**config.mk**
```make
export PLATFORM = sky130hd
export DESIGN_NAME = id_stage_reg
export DESIGN_NICKNAME = d
export VERILOG_FILES = /design/src/rtl/id_stage_reg_pkg.sv /design/src/rtl/id_stage_reg_decode_core.sv /design/src/rtl/id_stage_reg.sv
export SDC_FILE = /design/constraint.sdc
export NUM_CORES = 1
export LEC_CHECK = 0
export ABC_AREA = 1
export CAP_MARGIN = 25
export CORE_MARGIN = 5
export CORE_UTILIZATION = 48
export CTS_CLUSTER_DIAMETER = 120
export DETAILED_ROUTE_END_ITERATION = 8
export GPL_TIMING_DRIVEN = 1
export MAX_ROUTING_LAYER = met4
export PLACE_DENSITY = 0.89
export SLEW_MARGIN = 20
export SYNTH_ARGS = -nofsm -noshare
export SYNTH_HDL_FRONTEND = slang
export SYNTH_SLANG_ARGS = --single-unit
export TNS_END_PERCENT = 100
```
**constraint.sdc**
```tcl
create_clock -name clk -period 2.93 [get_ports clk]
set_input_delay 0.586 -clock clk [delete_from_list [all_inputs] [get_ports clk]]
set_output_delay 0.586 -clock clk [all_outputs]
set_load 0.03 [all_outputs]
```
**src/rtl/id_stage_reg_pkg.sv**
```systemverilog
// rtl/id_stage_reg_pkg.sv - RV32I decode types, opcode/funct constants and ALU op helper
package id_stage_reg_pkg;

  typedef enum logic [3:0] {
    ALU_ADD  = 4'd0,
    ALU_SUB  = 4'd1,
    ALU_SLL  = 4'd2,
    ALU_SLT  = 4'd3,
    ALU_SLTU = 4'd4,
    ALU_XOR  = 4'd5,
    ALU_SRL  = 4'd6,
    ALU_SRA  = 4'd7,
    ALU_OR   = 4'd8,
    ALU_AND  = 4'd9
  } alu_op_e;

  localparam logic [6:0] RV32I_OP_IMM   = 7'b0010011;
  localparam logic [6:0] RV32I_OP_R     = 7'b0110011;
  localparam logic [6:0] RV32I_OP_LUI   = 7'b0110111;
  localparam logic [6:0] RV32I_OP_AUIPC = 7'b0010111;

  localparam logic [2:0] F3_ADD  = 3'd0;
  localparam logic [2:0] F3_SLL  = 3'd1;
  localparam logic [2:0] F3_SLT  = 3'd2;
  localparam logic [2:0] F3_SLTU = 3'd3;
  localparam logic [2:0] F3_XOR  = 3'd4;
  localparam logic [2:0] F3_SR   = 3'd5;
  localparam logic [2:0] F3_OR   = 3'd6;
  localparam logic [2:0] F3_AND  = 3'd7;

  localparam logic [6:0] F7_BASE = 7'h00;
  localparam logic [6:0] F7_ALT  = 7'h20;

  typedef enum logic [1:0] {
    OP1_ZERO = 2'd0,
    OP1_RS1  = 2'd1,
    OP1_PC   = 2'd2
  } op1_sel_e;

  typedef enum logic [1:0] {
    OP2_ZERO = 2'd0,
    OP2_RS2  = 2'd1,
    OP2_IMM  = 2'd2
  } op2_sel_e;

  typedef struct packed {
    op1_sel_e    op1_sel;
    op2_sel_e    op2_sel;
    logic [31:0] imm;
    alu_op_e     alu_op;
    logic [4:0]  rd;
    logic        reg_wen;
    logic        illegal;
  } decode_t;

  // alt selects the funct7=0x20 variant; it only changes ADD and SRL.
  function automatic alu_op_e funct3_to_alu(input logic [2:0] funct3, input logic alt);
    alu_op_e op;
    case (funct3)
      F3_ADD:  op = alt ? ALU_SUB : ALU_ADD;
      F3_SLL:  op = ALU_SLL;
      F3_SLT:  op = ALU_SLT;
      F3_SLTU: op = ALU_SLTU;
      F3_XOR:  op = ALU_XOR;
      F3_SR:   op = alt ? ALU_SRA : ALU_SRL;
      F3_OR:   op = ALU_OR;
      default: op = ALU_AND;
    endcase
    return op;
  endfunction

endpackage

```
**src/rtl/id_stage_reg_decode_core.sv**
```systemverilog
// rtl/id_stage_reg_decode_core.sv - combinational RV32I decode: operand selects, immediate, alu op, rd, legality
module id_decode_core
  import id_stage_reg_pkg::*;
#(
  parameter bit EN_RTYPE = 1'b1,
  parameter bit EN_UPPER = 1'b1
) (
  input  logic [31:0] instr,
  output decode_t     dec
);

  logic [6:0]  opcode;
  logic [2:0]  funct3;
  logic [6:0]  funct7;
  logic [31:0] imm_i;
  logic [31:0] imm_u;
  logic [31:0] shamt;
  logic        illegal;

  assign opcode = instr[6:0];
  assign funct3 = instr[14:12];
  assign funct7 = instr[31:25];
  assign imm_i  = {{20{instr[31]}}, instr[31:20]};
  assign imm_u  = {instr[31:12], 12'b0};
  assign shamt  = {27'b0, instr[24:20]};

  always_comb begin
    dec         = '0;
    dec.op1_sel = OP1_ZERO;
    dec.op2_sel = OP2_ZERO;
    dec.alu_op  = ALU_ADD;
    dec.rd      = instr[11:7];
    illegal     = 1'b0;

    case (opcode)
      RV32I_OP_IMM: begin
        dec.op1_sel = OP1_RS1;
        dec.op2_sel = OP2_IMM;
        dec.imm     = imm_i;
        dec.alu_op  = funct3_to_alu(funct3, 1'b0);
        if (funct3 == F3_SLL) begin
          dec.imm = shamt;
          illegal = (funct7 != F7_BASE);
        end else if (funct3 == F3_SR) begin
          dec.imm    = shamt;
          dec.alu_op = funct3_to_alu(funct3, funct7 == F7_ALT);
          illegal    = (funct7 != F7_BASE) && (funct7 != F7_ALT);
        end
      end
      RV32I_OP_R: begin
        dec.op1_sel = OP1_RS1;
        dec.op2_sel = OP2_RS2;
        if (!EN_RTYPE) begin
          illegal = 1'b1;
        end else if (funct7 == F7_BASE) begin
          dec.alu_op = funct3_to_alu(funct3, 1'b0);
        end else if (funct7 == F7_ALT && (funct3 == F3_ADD || funct3 == F3_SR)) begin
          dec.alu_op = funct3_to_alu(funct3, 1'b1);
        end else begin
          illegal = 1'b1;
        end
      end
      RV32I_OP_LUI: begin
        dec.op1_sel = OP1_ZERO;
        dec.op2_sel = OP2_IMM;
        dec.imm     = imm_u;
        illegal     = !EN_UPPER;
      end
      RV32I_OP_AUIPC: begin
        dec.op1_sel = OP1_PC;
        dec.op2_sel = OP2_IMM;
        dec.imm     = imm_u;
        illegal     = !EN_UPPER;
      end
      default: illegal = 1'b1;
    endcase

    // An illegal entry still travels to EX so it can trap; it must carry no side effects.
    if (illegal) begin
      dec.op1_sel = OP1_ZERO;
      dec.op2_sel = OP2_ZERO;
      dec.imm     = '0;
      dec.alu_op  = ALU_ADD;
    end
    dec.illegal = illegal;
    dec.reg_wen = !illegal && (dec.rd != 5'd0);
  end

endmodule

```
**src/rtl/id_stage_reg.sv**
```systemverilog
// rtl/id_stage_reg.sv - registered RV32I decode stage with WB bypass and valid/ready ID/EX register
module id_stage_reg
  import id_stage_reg_pkg::*;
#(
  parameter bit EN_RTYPE  = 1'b1,
  parameter bit EN_UPPER  = 1'b1,
  parameter bit EN_WB_FWD = 1'b1
) (
  input  logic        clk,
  input  logic        rst_n,
  input  logic        in_valid,
  output logic        in_ready,
  input  logic [31:0] instr_i,
  input  logic [31:0] instr_addr_i,
  input  logic        flush_i,
  output logic [4:0]  reg1_raddr,
  output logic [4:0]  reg2_raddr,
  input  logic [31:0] reg1_rdata,
  input  logic [31:0] reg2_rdata,
  input  logic        wb_wen,
  input  logic [4:0]  wb_waddr,
  input  logic [31:0] wb_wdata,
  output logic        out_valid,
  input  logic        out_ready,
  output logic [31:0] instr_o,
  output logic [31:0] instr_addr_o,
  output logic [31:0] operand1_o,
  output logic [31:0] operand2_o,
  output logic [4:0]  rd_o,
  output logic        reg_wen_o,
  output logic [3:0]  alu_op_o,
  output logic        illegal_o
);

  decode_t     dec;
  logic [31:0] rs1_val;
  logic [31:0] rs2_val;
  logic [31:0] op1;
  logic [31:0] op2;
  logic        load;

  id_decode_core #(
    .EN_RTYPE (EN_RTYPE),
    .EN_UPPER (EN_UPPER)
  ) u_decode (
    .instr (instr_i),
    .dec   (dec)
  );

  assign reg1_raddr = instr_i[19:15];
  assign reg2_raddr = instr_i[24:20];

  // x0 reads as zero even if the regfile or the writeback bus says otherwise.
  function automatic logic [31:0] read_src(
    input logic [4:0]  addr,
    input logic [31:0] rdata,
    input logic        fwd_wen,
    input logic [4:0]  fwd_addr,
    input logic [31:0] fwd_data
  );
    if (addr == 5'd0)
      return 32'd0;
    else if (EN_WB_FWD && fwd_wen && fwd_addr == addr)
      return fwd_data;
    else
      return rdata;
  endfunction

  assign rs1_val = read_src(reg1_raddr, reg1_rdata, wb_wen, wb_waddr, wb_wdata);
  assign rs2_val = read_src(reg2_raddr, reg2_rdata, wb_wen, wb_waddr, wb_wdata);

  always_comb begin
    op1 = 32'd0;
    case (dec.op1_sel)
      OP1_RS1: op1 = rs1_val;
      OP1_PC:  op1 = instr_addr_i;
      default: op1 = 32'd0;
    endcase
  end

  always_comb begin
    op2 = 32'd0;
    case (dec.op2_sel)
      OP2_RS2: op2 = rs2_val;
      OP2_IMM: op2 = dec.imm;
      default: op2 = 32'd0;
    endcase
  end

  assign in_ready = !out_valid || out_ready;
  assign load     = in_valid && in_ready && !flush_i;

  always_ff @(posedge clk or negedge rst_n) begin
    if (!rst_n) begin
      out_valid    <= 1'b0;
      instr_o      <= 32'd0;
      instr_addr_o <= 32'd0;
      operand1_o   <= 32'd0;
      operand2_o   <= 32'd0;
      rd_o         <= 5'd0;
      reg_wen_o    <= 1'b0;
      alu_op_o     <= ALU_ADD;
      illegal_o    <= 1'b0;
    end else begin
      if (flush_i)
        out_valid <= 1'b0;
      else if (load)
        out_valid <= 1'b1;
      else if (out_ready)
        out_valid <= 1'b0;

      // Data registers only move on a real load, so a flush leaves stale but harmless values.
      if (load) begin
        instr_o      <= instr_i;
        instr_addr_o <= instr_addr_i;
        operand1_o   <= op1;
        operand2_o   <= op2;
        rd_o         <= dec.rd;
        reg_wen_o    <= dec.reg_wen;
        alu_op_o     <= dec.alu_op;
        illegal_o    <= dec.illegal;
      end
    end
  end

endmodule
```
# Yosys cells after proc, flatten, opt, wreduce, memory -nomap -nowiden
# Cells that the tools add are included.
# op_classes
eq_ne	18
n_mux	27
n_reduce_logical	20
# ops
operator	n
$pmux W32 S2	3
$mux W32	5
$pmux W4 S7	2
$mux W40	1
$mux W36	1
$pmux W4 S6	1
$eq A7 B6 Y1 const B	3
$pmux W4 S4	1
$eq A7 B5 Y1 const B	2
$mux W4	3
$eq A5 B5 Y1	2
$logic_not A5 Y1	2
$eq A3 B3 Y1 const B	3
$mux W1	8
$pmux W4 S2	1
$logic_and A1 B1 Y1	7
$logic_not A7 Y1	1
$ne A7 B6 Y1 const B	1
$reduce_bool A7 Y1	1
$eq A3 B2 Y1 const B	2
$reduce_bool A5 Y1	1
$eq A2 B1 Y1 const B	2
$eq A2 B2 Y1 const B	2
$eq A3 B1 Y1 const B	1
other kinds (6)	9
# word_totals
regBits	140
in_bits	171
output_inout_bits	151
wordCells	74

# Longest topological paths before layout
# Gate-level depths: netlist of the first run.
# logic_depth
ltp_word	9
mapped_depth	18
ltp_nobuf	17

# Modules after synthesis
# Synthesis of the first run repeated with hierarchy kept, for this count alone.
# hier_totals
cells_unflattened	1119
area_unflattened_um2	8336.7
# by_module_without_submodules
module	instances	cells_per_inst	area_per_inst_um2
id_stage_reg	1	984	7639.8
id_decode_core	1	135	696.9

# Least setup slack after synthesis of the first run
# Ideal clock, no wire load.
# synth_path
kind	input -> register
start	in instr_i[31]
end	reg operand2_o[2]
setup_ns	0.066
t_arrival_ns	2.261
path_slack_ns	0.603
stages	17
n_path_buf	1
path_cell_list	nor2_1 > nand2_1 > nor2_1 > nand2_1 > nand3_2 > nand3_4 > nor2_4 > nand2_2 > inv_2 > ha_1 > o21ai_0 > inv_1 > buf_1 > nand3_1 > nand2_1 > nand2_1 > nand2_1
# synth_via
elab_chain_len	8
elab_cells_between_ends	15
# synth_lines
item	line_no	text
start, declared	id_stage_reg.sv:13	input logic [31:0] instr_i,
$eq A7 B6 Y1, or another cell as far along	id_stage_reg_decode_core.sv:57	end else if (funct7 == F7_ALT && (funct3 == F3_ADD || funct3 == F3_SR)) begin
$logic_and A1 B1 Y1 (on tied branches)	id_stage_reg_decode_core.sv:57, id_stage_reg_decode_core.sv:47	
$mux W1 (on tied branches)	id_stage_reg_decode_core.sv:57, id_stage_reg_decode_core.sv:44	
$mux W1 (on tied branches)	id_stage_reg_decode_core.sv:55, id_stage_reg_decode_core.sv:41	
$pmux W1 S3 *	id_stage_reg_decode_core.sv:35	case (opcode)
$mux W40 *	id_stage_reg_decode_core.sv:79	if (illegal) begin
$eq A2 B2 Y1 or $eq A2 B1 Y1 (tied branches)	id_stage_reg.sv:83	case (dec.op2_sel)
$pmux W32 S2 *	id_stage_reg.sv:83	
end signal, assigned	id_stage_reg.sv:117	operand2_o <= op2;
end, declared	id_stage_reg.sv:28	output logic [31:0] operand2_o,
# Every way passes the cells marked *; elsewhere a longest branch is shown, timed or not.
# A chain may end at the register's enable or synchronous reset.

# Worst setup path in the final report of the first run
# layout_path
start	in instr_i[22]
end	out reg2_raddr[2]
# layout_rtl
item	line_no	text
end, declared	id_stage_reg.sv:17	output logic [4:0] reg2_raddr,
# No word-level cell between the ends.

==> insert_results.sql, run 1 <==
INSERT INTO impl_metrics (metric_group, metric, value, unit) VALUES
('outcome', 'outcome', 'complete, no violations', ''),
('setup_path', 'cp.buffers_inverters', '2', ''),
('setup_path', 'crit_slowest_cell', 'clkdlybuf4s50_1', ''),
('clock_tree', 'cts.clk_slew.worst_paths', '0.06', 'ns'),
('die', 'row_count', '47', ''),
('clock_tree', 'cts_num_sinks', '135', ''),
('global_route', 'groute.layer.met1.usage', '40.7', '%'),
('clock_tree', 'clock_tree.htree_level_count', '4', ''),
('cells_and_area', 'final_net_count', '1698', ''),
('placed_design', 'area_post_placement', '11600', 'µm²'),
('synthesis', 'avgSynthCellArea', '6.69', 'µm²'),
('placed_design', 'post-place-cells', '1724', ''),
('timing', 'worstMarginPinSlew', '0.602', 'ns'),
('routing', 'drc', '0', ''),
('timing', 'fin_worst_skew', '0.00931', 'ns'),
('power_and_ir_drop', 'power.density', '478', 'nW/µm²'),
('global_route', 'grt_start_max_net_pins', '69', ''),
('global_route', 'grt_antenna_before_repair', '2', ''),
('setup_path', 'timing.critical_path.slowest_cell_delay', '0.75', 'ns'),
('setup_path', 'critPathLaunchType', 'primary input', ''),
('synthesis', 'synth_most_common_cell', 'nand2_1', ''),
('synthesis', 'post-synth-top-area-fraction', '41.6', '%'),
('timing', 'finalWorstPathRequiredPeriod', '2.64', 'ns'),
('setup_path', 'critical_path.top_delay_family', 'buffers and inverters', ''),
('placed_design', 'half_perimeter_wire_length_after_placement', '23900', 'µm'),
('flow_run', 'maxCapViolCount', '0', ''),
('placed_design', 'gpl.final_weighted_congestion', '0.918', ''),
('synthesis', 'synth_top_flop_cell', 'dfrtp_1', ''),
('die', 'floorplan.die.height', '140', 'µm'),
('cells_and_area', 'final_layout_size_suffix_gt1_share', '7.75', '%'),
('timing', 'hold_viol', '0', ''),
('cells_and_area', 'instances_no_fill', '1758', ''),
('clock_tree', 'cts_made_buffers', '17', ''),
('global_route', 'grt_util_all_layers', '32.7', '%'),
('synthesis', 'netlist_instances', '1213', ''),
('setup_path', 'worst_path_most_repeated_cell', 'clkdlybuf4s50_1', ''),
('clock_tree', 'cts_hold_bufs', '0', ''),
('timing', 'timing.setup.tns', '0', 'ns'),
('timing', 'period_share', '90.2', '%'),
('clock_tree', 'number_of_setup_buffers_added_after_cts', '0', ''),
('timing', 'final_worst_hold_slack', '0.138', 'ns'),
('global_route', 'grt_first_pass_wirelength', '49100', 'µm'),
('synthesis', 'yosysWarningCount', '0', ''),
('die', 'pin_count', '322', ''),
('timing', 'slew_violations', '0', ''),
('routing', 'drt-total-wl', '32000', 'µm'),
('timing', 'max_freq', '0.379', 'GHz'),
('synthesis', 'synth_fp_nets', '1388', ''),
('placed_design', 'placement.io_buffers', '321', ''),
('die', 'start_util', '48.9', '%'),
('synthesis', 'synthArstFlopShare', '100', '%'),
('synthesis', 'synth-seq-area-share', '41.6', '%'),
('cells_and_area', 'finalInstanceArea', '12300', 'µm²'),
('clock_tree', 'post_cts_resized', '0', ''),
('global_route', 'grt_use_met2', '52.0', '%'),
('routing', 'number_of_violations_reported_at_the_end_of_detailed_routing_iteration_0', '747', ''),
('die', 'fp.coreArea', '16600', 'µm²'),
('hold_path', 'hp-class', 'primary input to async pin', ''),
('synthesis', 'synth_commonest_cells', 'nand2_1, inv_1, dfrtp_1', ''),
('synthesis', 'post_synth_main_area_contributors', 'dfrtp_1, nand2_1, inv_1', ''),
('cells_and_area', 'area_growth', '51.5', '%'),
('timing', 'report.final.setup_viol', '0', ''),
('synthesis', 'synth_enable_flop_cells', '0', ''),
('synthesis', 'yosysUniqueCellTypes', '31', ''),
('clock_tree', 'clk_path_buf_depth', '2', ''),
('global_route', 'grt_overflow_total', '0', ''),
('cells_and_area', 'layout.filler_cells', '1249', ''),
('synthesis', 'ff_latch_count_synth', '135', ''),
('global_route', 'global_route_layer_with_the_greatest_usage', 'met2', ''),
('timing', 'maxSlewHeadroom', '59.9', '%'),
('setup_path', 'crit_required', '2.34', 'ns');
==> through the flow <==
stage                     power (µW)  setup slack (ns)  util, %
after CTS                       5900             0.313     74.1
after global routing            6070            0.0525     74.2
after floorplan                 2760             0.603        -
after global placement          3470            0.0348     70.2
final                           5880             0.288     74.2
after detailed placement        3490           -0.0596     70.2
==> placed cells by master (no fill, tap or decap) <==
cell type,n
nor3_1,4
bufinv_16,5
dfrtp_1,135
diode_2,2
nand2_1,587
buf_4,41
nor2_4,4
nand2_2,3
o21ai_0,20
ha_1,4
a21oi_2,1
clkbuf_1,1
nand3_1,90
inv_4,1
nand4_4,1
clkbuf_16,17
buf_12,9
nand3_4,1
nor2_2,10
nor3_4,1
a21oi_1,3
nand2_4,1
nor4_1,1
o21ai_1,13
inv_6,4
buf_6,1
clkdlybuf4s50_1,320
nand4_1,71
inv_2,8
nor2_1,23
clkinv_4,2
inv_1,144
clkinv_2,1
nand3_2,5
a21boi_0,1
clkinvlp_4,3
==> state kept, by name, summed over array words and instances (netlist names) <==
register      cells
instr_addr_o     32
instr_o          32
operand1_o       32
operand2_o       32
alu_op_o          4
illegal_o         1
out_valid         1
reg_wen_o         1
==> final timing paths <==
kind	from	slack (ns)	cells after the start	end
setup / recovery	instr_i[22]	0.29	2	reg2_raddr[2]
hold / removal	rst_n	0.14	1	instr_o[11]
setup reg to reg	out_valid	1.36	7	instr_o[12]
hold reg to reg	instr_addr_o[23]	0.47	2	instr_addr_o[23]
max in group asynchronous	rst_n	2.05	2	operand1_o[7]
min in group clk	instr_addr_o[23]	0.47	2	instr_addr_o[23]
==> report_power, final <==
part / leakage, µW / switching [µW] / internal [µW] / total (µW)
clock network: 0.000308 / 887 / 1520 / 2410
registers: 0.00178 / 76.6 / 2000 / 2070
logic: 0.00438 / 808 / 595 / 1400
total: 0.00646 / 1770 / 4110 / 5880
==> logic make-up (layout without fill, tap and decap cells) <==
| logic type | Yosys count | count (layout) | share of synthesized area, % |
|---|---|---|---|
| buffers and inverters | 234 | 557 | 12.8 |
| flip-flops | 135 | 135 | 41.6 |
| adder cells (fa/ha/maj) | 4 | 4 | 0.617 |
| other | 0 | 2 | 0 |
| AND/OR/NAND/NOR | 802 | 802 | 42.5 |
| AO/OA/AOI/OAI | 38 | 38 | 2.42 |
==> metal layers <==
layer  vias up  wire length (µm)
met2       570             14900
met1      4326             12500
met5         -                 0
met4         0              1620
met3       115              3030
li1       4359                 -
==> area by class of cell <==
| class | count | area (µm²) | area share [%] |
|---|---|---|---|
| Tap cell | 220 | 275 | 2.24 |
| Sequential cell | 135 | 3380 | 27.5 |
| Clock buffer | 18 | 429 | 3.49 |
| Clock inverter | 14 | 221 | 1.80 |
| Antenna cell | 2 | 5.00 | 0.0407 |
| Multi-Input combinational cell | 844 | 3700 | 30.1 |
| Timing Repair Buffer | 371 | 3700 | 30.1 |
| Inverter | 154 | 586 | 4.76 |
(Power assumes the default switching activity.)
==> run 2: changes to the inputs <==
- CORE_ASPECT_RATIO: not set -> 2
- CORE_MARGIN: 5 -> 2
==> insert_results.sql, run 2 (synthesis results as in run 1) <==
INSERT INTO impl_metrics (metric_group, metric, value, unit) VALUES
('setup_path', 'crit_slowest_cell', 'clkdlybuf4s50_1', ''),
('power_and_ir_drop', 'p_leak', '0.00647', 'µW'),
('setup_path', 'critPathLaunchType', 'primary input', ''),
('timing', 'fin_worst_skew', '0.00718', 'ns'),
('setup_path', 'crit_arrival', '2.97', 'ns'),
('timing', 'rsz_0062_raised_after_global_routing', 'false', ''),
('hold_path', 'hp-class', 'primary input to async pin', ''),
('clock_tree', 'cts_num_sinks', '135', ''),
('placed_design', 'half_perimeter_wire_length_after_placement', '24600', 'µm'),
('power_and_ir_drop', 'pwr-share-seq', '36.3', '%'),
('cells_and_area', 'number_of_antenna_diodes', '0', ''),
('die', 'row_count', '67', ''),
('setup_path', 'worstSetupEndpoint', 'operand1_o[10]', ''),
('global_route', 'grt_start_max_net_pins', '82', ''),
('setup_path', 'setup.worst_path.start', 'instr_i[4]', ''),
('routing', 'detail_route.vias_per_cell', '5.33', ''),
('clock_tree', 'clk_path_buf_depth', '2', ''),
('routing', 'iteration_count_of_the_initial_detailed_routing_pass', '6', ''),
('routing', 'antenna_violating_nets_post_route', '0', ''),
('clock_tree', 'clock_tree.htree_level_count', '4', ''),
('setup_path', 'setup.reg_to_reg.worst_slack', '1.19', 'ns'),
('clock_tree', 'number_of_setup_buffers_added_after_cts', '0', ''),
('power_and_ir_drop', 'power.switching_fraction', '30.7', '%'),
('global_route', 'grt_util_all_layers', '37.9', '%'),
('die', 'start_util', '48.7', '%'),
('global_route', 'grt_overflow_total', '0', ''),
('placed_design', 'gpl.final_weighted_congestion', '0.959', ''),
('global_route', 'grt_antenna_before_repair', '0', ''),
('die', 'fp.coreArea', '16700', 'µm²'),
('timing', 'finalWorstPathRequiredPeriod', '2.66', 'ns'),
('placed_design', 'place_ws', '-0.105', 'ns'),
('die', 'pin_count', '322', ''),
('setup_path', 'reg2reg_to', 'instr_o[24]', ''),
('clock_tree', 'cts_tree', 'built', ''),
('setup_path', 'worst_reg2reg_path_startpoint', 'out_valid', ''),
('cells_and_area', 'finalInstanceArea', '12300', 'µm²'),
('setup_path', 'crit_required', '3.24', 'ns'),
('placed_design', 'placement.io_buffers', '321', ''),
('timing', 'max_freq', '0.376', 'GHz'),
('global_route', 'grt_first_pass_wirelength', '49900', 'µm'),
('clock_tree', 'cts_made_buffers', '17', ''),
('clock_tree', 'cts.clk_slew.worst_paths', '0.06', 'ns'),
('setup_path', 'crit_chain', 'clkdlybuf4s50_1 -> inv_1 -> nor2_1 -> nand2_1 -> nor2_1 -> nand3_2 -> nand3_4 -> nor2_4 -> buf_4 -> ha_1 -> o21ai_0 -> inv_1 -> buf_12 -> nand3_1 -> nand2_1 -> nand2_1 -> nand2_1', ''),
('setup_path', 'worst_path_most_repeated_cell', 'nand2_1', ''),
('timing', 'hold_viol', '0', ''),
('timing', 'report.final.setup_viol', '0', ''),
('timing', 'timing.final.ws_setup', '0.274', 'ns'),
('flow_run', 'maxCapViolCount', '0', ''),
('setup_path', 'critical_path.endpoint_type', 'flop', ''),
('power_and_ir_drop', 'pwr-share-comb', '24.7', '%'),
('setup_path', 'cp.buffers_inverters', '5', ''),
('setup_path', 'critical_path_cell_count', '17', ''),
('power_and_ir_drop', 'p_clk_share', '39.0', '%'),
('power_and_ir_drop', 'netSwitchingPower', '1760', 'µW'),
('setup_path', 'timing.critical_path.slowest_cell_delay', '0.50', 'ns'),
('cells_and_area', 'layout.cells.most_common', 'nand2_1', ''),
('clock_tree', 'clk_root_buffer_cell', 'clkbuf_16', ''),
('placed_design', 'area_post_placement', '11700', 'µm²'),
('routing', 'drc', '0', ''),
('cells_and_area', 'final_layout_size_suffix_gt1_share', '8.29', '%'),
('timing', 'maxSlewHeadroom', '62.9', '%'),
('routing', 'detailroute.via_count', '9326', ''),
('routing', 'drt-total-wl', '33100', 'µm'),
('cells_and_area', 'area_growth', '51.2', '%'),
('global_route', 'vias_in_the_first_global_route', '9328', ''),
('die', 'die_w', '96.0', 'µm'),
('timing', 'slew_violations', '0', ''),
('die', 'floorplan.die.height', '188', 'µm'),
('routing', 'wire_per_inst', '18.9', 'µm'),
('cells_and_area', 'layout.filler_cells', '1304', ''),
('setup_path', 'timing_worst_setup_path_type', 'primary input to flop', ''),
('clock_tree', 'clkLatencyLatePin', '0.42', 'ns'),
('die', 'die_area', '18000', 'µm²'),
('routing', 'number_of_violations_reported_at_the_end_of_detailed_routing_iteration_0', '603', ''),
('timing', 'timing.setup.tns', '0', 'ns'),
('setup_path', 'worstRegToRegCells', '6', ''),
('setup_path', 'path_max_fanout', '32', ''),
('timing', 'period_share', '90.7', '%'),
('cells_and_area', 'most-common-layout-cells', 'nand2_1, clkdlybuf4s50_1, inv_1', ''),
('power_and_ir_drop', 'intPower', '3970', 'µW'),
('power_and_ir_drop', 'vdd_ir_drop_max', '0.000433', 'V'),
('setup_path', 'critical_path.top_delay_family', 'simple AND/OR/NAND/NOR gates', ''),
('timing', 'worstMarginPinSlew', '0.556', 'ns'),
('power_and_ir_drop', 'power.density', '467', 'nW/µm²'),
('outcome', 'outcome', 'complete, no violations', ''),
('cells_and_area', 'final_net_count', '1706', '');
==> run 2: changes by cell type in the layout (fill, tap and decap cells not counted), sizes merged <==
cell / change
buf: +8
inv: -3
bufinv: -2
clkbuf: +2
clkinvlp: +2
diode: -2
clkinv: +1
==> run 2: per-stage QoR <==
stage / cells / util [%] / hold WS, ns / total power, µW
4_1_cts: 1751 / 73.5 / 0.139 / 5750
6_report: 1751 / 73.6 / 0.123 / 5730
5_1_grt: 1751 / 73.6 / 0.156 / 5920
2_1_floorplan: 1213 / - / 0.290 / 2760
3_3_place_gp: 1719 / 69.9 / 0.453 / 3490
3_5_place_dp: 1719 / 69.9 / 0.457 / 3510
==> run 2: worst min-delay path by stage <==
stage	from	endpoint	slack, ns	cells after the start
final	rst_n	instr_addr_o[23]	0.12	1
after global routing	rst_n	instr_addr_o[23]	0.16	1
after CTS	rst_n	instr_addr_o[23]	0.14	1
after floorplan	rst_n	alu_op_o[0]	0.29	0
after global placement	instr_addr_o[17]	instr_addr_o[17]	0.45	2
after detailed placement	instr_addr_o[6]	instr_addr_o[6]	0.46	2
==> run 2: final cells by class <==
| cell class | count | area (µm²) | share of cell area [%] |
|---|---|---|---|
| clock inverters | 12 | 151 | 1.23 |
| clock buffers | 20 | 457 | 3.72 |
| inverters | 154 | 586 | 4.77 |
| multi-input cells | 844 | 3700 | 30.2 |
| repair buffers | 379 | 3740 | 30.5 |
| well taps | 207 | 259 | 2.11 |
| flip-flops and latches | 135 | 3380 | 27.5 |
==> run 2: power by group through the flow <==
| stage | Sequential [µW] | Clock, µW | Combinational (µW) |
|---|---|---|---|
| after floorplan | 2370 | 0 | 387 |
| after global placement | 2100 | 0 | 1380 |
| after detailed placement | 2110 | 0 | 1400 |
| after CTS | 2080 | 2260 | 1410 |
| after global routing | 2090 | 2330 | 1490 |
| final | 2080 | 2240 | 1410 |
==> run 2: repair_timing <==
action | CTS | global route
setup endpoints to repair | 0 | 1
hold buffers | 0 | 0
gates resized for setup | 0 | 1
endpoints found under the hold margin | 0 | 0
==> run 2: metal layers <==
metal  vias to the layer above  global-route usage (%)  share of wire, %
met2                       514                    63.2                51
met5                         -                       -                 0
li1                       4363                       -                 -
met3                       161                    6.35               7.1
met4                         0                    26.3               8.5
met1                      4288                    39.2                34
==> run 3: changes to the inputs <==
- CELL_PAD_IN_SITES_DETAIL_PLACEMENT: not set -> 1
- CELL_PAD_IN_SITES_GLOBAL_PLACEMENT: not set -> 1
- CORE_MARGIN: 2 -> not set
- CORE_UTILIZATION: 48 -> 32
- PLACE_DENSITY: 0.89 -> 0.88
- SKIP_LAST_GASP: not set -> 1
==> insert_results.sql, run 3 (synthesis results as in run 1) <==
INSERT INTO impl_metrics (metric_group, metric, value, unit) VALUES
('setup_path', 'setup.worst_path.start', 'instr_i[4]', ''),
('cells_and_area', 'number_of_antenna_diodes', '0', ''),
('timing', 'fin_worst_skew', '0.00522', 'ns'),
('placed_design', 'gpl.final_weighted_congestion', '0.891', ''),
('global_route', 'grt_first_pass_wirelength', '57000', 'µm'),
('clock_tree', 'cts_num_sinks', '135', ''),
('setup_path', 'critical_path_cell_count', '19', ''),
('setup_path', 'worst_reg2reg_path_startpoint', 'out_valid', ''),
('timing', 'rsz_0062_raised_after_global_routing', 'false', ''),
('timing', 'slew_violations', '0', ''),
('cells_and_area', 'instances_no_fill', '1878', ''),
('power_and_ir_drop', 'power.density', '458', 'nW/µm²'),
('placed_design', 'placement.io_buffers', '321', ''),
('die', 'pin_count', '322', ''),
('global_route', 'grt_antenna_before_repair', '0', ''),
('setup_path', 'reg2reg_to', 'instr_o[8]', ''),
('routing', 'drt-total-wl', '38100', 'µm'),
('global_route', 'grt_overflow_total', '0', ''),
('outcome', 'outcome', 'complete, no violations', ''),
('timing', 'max_freq', '0.373', 'GHz'),
('flow_run', 'maxCapViolCount', '0', ''),
('cells_and_area', 'final_layout_size_suffix_gt1_share', '8.17', '%'),
('die', 'die_w', '115', 'µm'),
('setup_path', 'critical_path.top_delay_family', 'simple AND/OR/NAND/NOR gates', ''),
('placed_design', 'area_post_placement', '11900', 'µm²'),
('setup_path', 'critPathLaunchType', 'primary input', ''),
('setup_path', 'crit_chain', 'clkdlybuf4s50_1 -> inv_1 -> nor2_1 -> nand2_1 -> nor2_1 -> nand3_2 -> nand3_4 -> nor2_4 -> nand2_2 -> ha_1 -> buf_12 -> inv_1 -> nor2_1 -> nand2_1 -> nand2_1 -> inv_1 -> nand2_1 -> nand2_1 -> nand2_1', ''),
('setup_path', 'worstSetupEndpoint', 'operand2_o[12]', ''),
('power_and_ir_drop', 'p_leak', '0.00647', 'µW'),
('cells_and_area', 'layout.filler_cells', '3140', ''),
('global_route', 'vias_in_the_first_global_route', '9789', ''),
('setup_path', 'path_max_fanout', '30', ''),
('setup_path', 'cp.buffers_inverters', '5', ''),
('clock_tree', 'number_of_setup_buffers_added_after_cts', '0', ''),
('timing', 'report.final.setup_viol', '0', ''),
('cells_and_area', 'layout.cells.most_common', 'nand2_1', ''),
('clock_tree', 'clock_tree.htree_level_count', '4', ''),
('clock_tree', 'clk_root_buffer_cell', 'clkbuf_16', ''),
('clock_tree', 'cts_tree', 'built', ''),
('timing', 'timing.setup.tns', '0', 'ns'),
('timing', 'worstMarginPinSlew', '0.607', 'ns'),
('timing', 'maxSlewHeadroom', '59.5', '%'),
('setup_path', 'timing_worst_setup_path_type', 'primary input to flop', ''),
('setup_path', 'timing.critical_path.slowest_cell_delay', '0.49', 'ns'),
('hold_path', 'hp-class', 'primary input to async pin', ''),
('timing', 'final_worst_hold_slack', '0.0619', 'ns'),
('setup_path', 'crit_required', '3.31', 'ns'),
('placed_design', 'half_perimeter_wire_length_after_placement', '30400', 'µm'),
('clock_tree', 'cts_hold_bufs', '0', ''),
('routing', 'detail_route.vias_per_cell', '4.93', ''),
('setup_path', 'worstRegToRegCells', '7', ''),
('power_and_ir_drop', 'power', '5700', 'µW'),
('routing', 'number_of_violations_reported_at_the_end_of_detailed_routing_iteration_0', '440', ''),
('clock_tree', 'cts_made_buffers', '17', ''),
('cells_and_area', 'final_net_count', '1705', ''),
('setup_path', 'critical_path.endpoint_type', 'flop', ''),
('clock_tree', 'cts.clk_slew.worst_paths', '0.06', 'ns'),
('global_route', 'grt_start_max_net_pins', '70', ''),
('routing', 'wire_per_inst', '20.3', 'µm'),
('routing', 'antenna_violating_nets_post_route', '0', ''),
('power_and_ir_drop', 'vdd_ir_drop_max', '0.000290', 'V'),
('cells_and_area', 'most-common-layout-cells', 'nand2_1, clkdlybuf4s50_1, inv_1', ''),
('routing', 'iteration_count_of_the_initial_detailed_routing_pass', '4', ''),
('die', 'start_util', '32.6', '%'),
('timing', 'hold_viol', '0', ''),
('timing', 'period_share', '91.6', '%'),
('cells_and_area', 'area_growth', '53.4', '%'),
('die', 'fp.coreArea', '24900', 'µm²'),
('die', 'floorplan.die.height', '227', 'µm'),
('routing', 'detailroute.via_count', '9266', ''),
('timing', 'finalWorstPathRequiredPeriod', '2.68', 'ns'),
('die', 'die_area', '26000', 'µm²'),
('cells_and_area', 'finalInstanceArea', '12400', 'µm²'),
('die', 'row_count', '82', ''),
('placed_design', 'post-place-cells', '1847', ''),
('setup_path', 'crit_slowest_cell', 'clkdlybuf4s50_1', ''),
('global_route', 'grt_util_all_layers', '30.9', '%'),
('clock_tree', 'post_cts_resized', '0', ''),
('setup_path', 'worst_path_most_repeated_cell', 'nand2_1', ''),
('clock_tree', 'clkLatencyLatePin', '0.44', 'ns'),
('setup_path', 'crit_arrival', '3.06', 'ns'),
('routing', 'drc', '0', ''),
('setup_path', 'setup.reg_to_reg.worst_slack', '1.11', 'ns'),
('clock_tree', 'clk_path_buf_depth', '2', '');
run 3: cell types whose count changed in the layout (fill, tap and decap cells not counted), sizes merged:
cell,change
buf,-1
bufinv,-1
clkbuf,-1
clkinv,+1
clkinvlp,-1
inv,+1
run 3: area by class of cell:
type | count | area, µm² | share of cell area [%]
multi-input cells | 844 | 3710 | 29.8
repair buffers | 378 | 3770 | 30.3
well taps | 336 | 420 | 3.38
inverters | 154 | 586 | 4.70
clock buffers | 19 | 453 | 3.64
flip-flops and latches | 135 | 3380 | 27.1
clock inverters | 12 | 128 | 1.03
run 3: routing by layer:
layer  routed length (µm)  GRT usage, %
met1                12900          28.8
met2                21200          57.8
met3                 1400          4.58
met4                 2630          20.2
met5                    0             -
run 3: where the power goes:
group          internal, µW  total (µW)  switching (µW)
registers              2000        2080            83.4
logic                   603        1440             833
clock network          1290        2180             895
run 3: worst register-to-register path: cells and delay by family, from the launching register on:
kind	cells	cell delay, ns
buffers and inverters	3	0.69
AND/OR/NAND/NOR	3	0.51
flip-flops	1	0.37
AO/OA/AOI/OAI	1	0.16
run 3: through the flow:
step	setup slack [ns]	util, %
2_1_floorplan	0.603	-
3_3_place_gp	-0.0280	47.6
3_5_place_dp	-0.157	47.6
4_1_cts	0.267	49.9
5_1_grt	0.0778	49.9
6_report	0.246	49.9
run 3: worst min-delay path by stage:
stage	from	endpoint	slack [ns]	cells after the start
finish	rst_n	instr_o[7]	0.06	1
global route	rst_n	instr_o[7]	0.08	1
CTS	rst_n	instr_o[7]	0.06	1
detailed placement	instr_addr_o[18]	instr_addr_o[18]	0.46	2
global placement	instr_addr_o[19]	instr_addr_o[19]	0.45	2
floorplan	rst_n	alu_op_o[0]	0.29	0
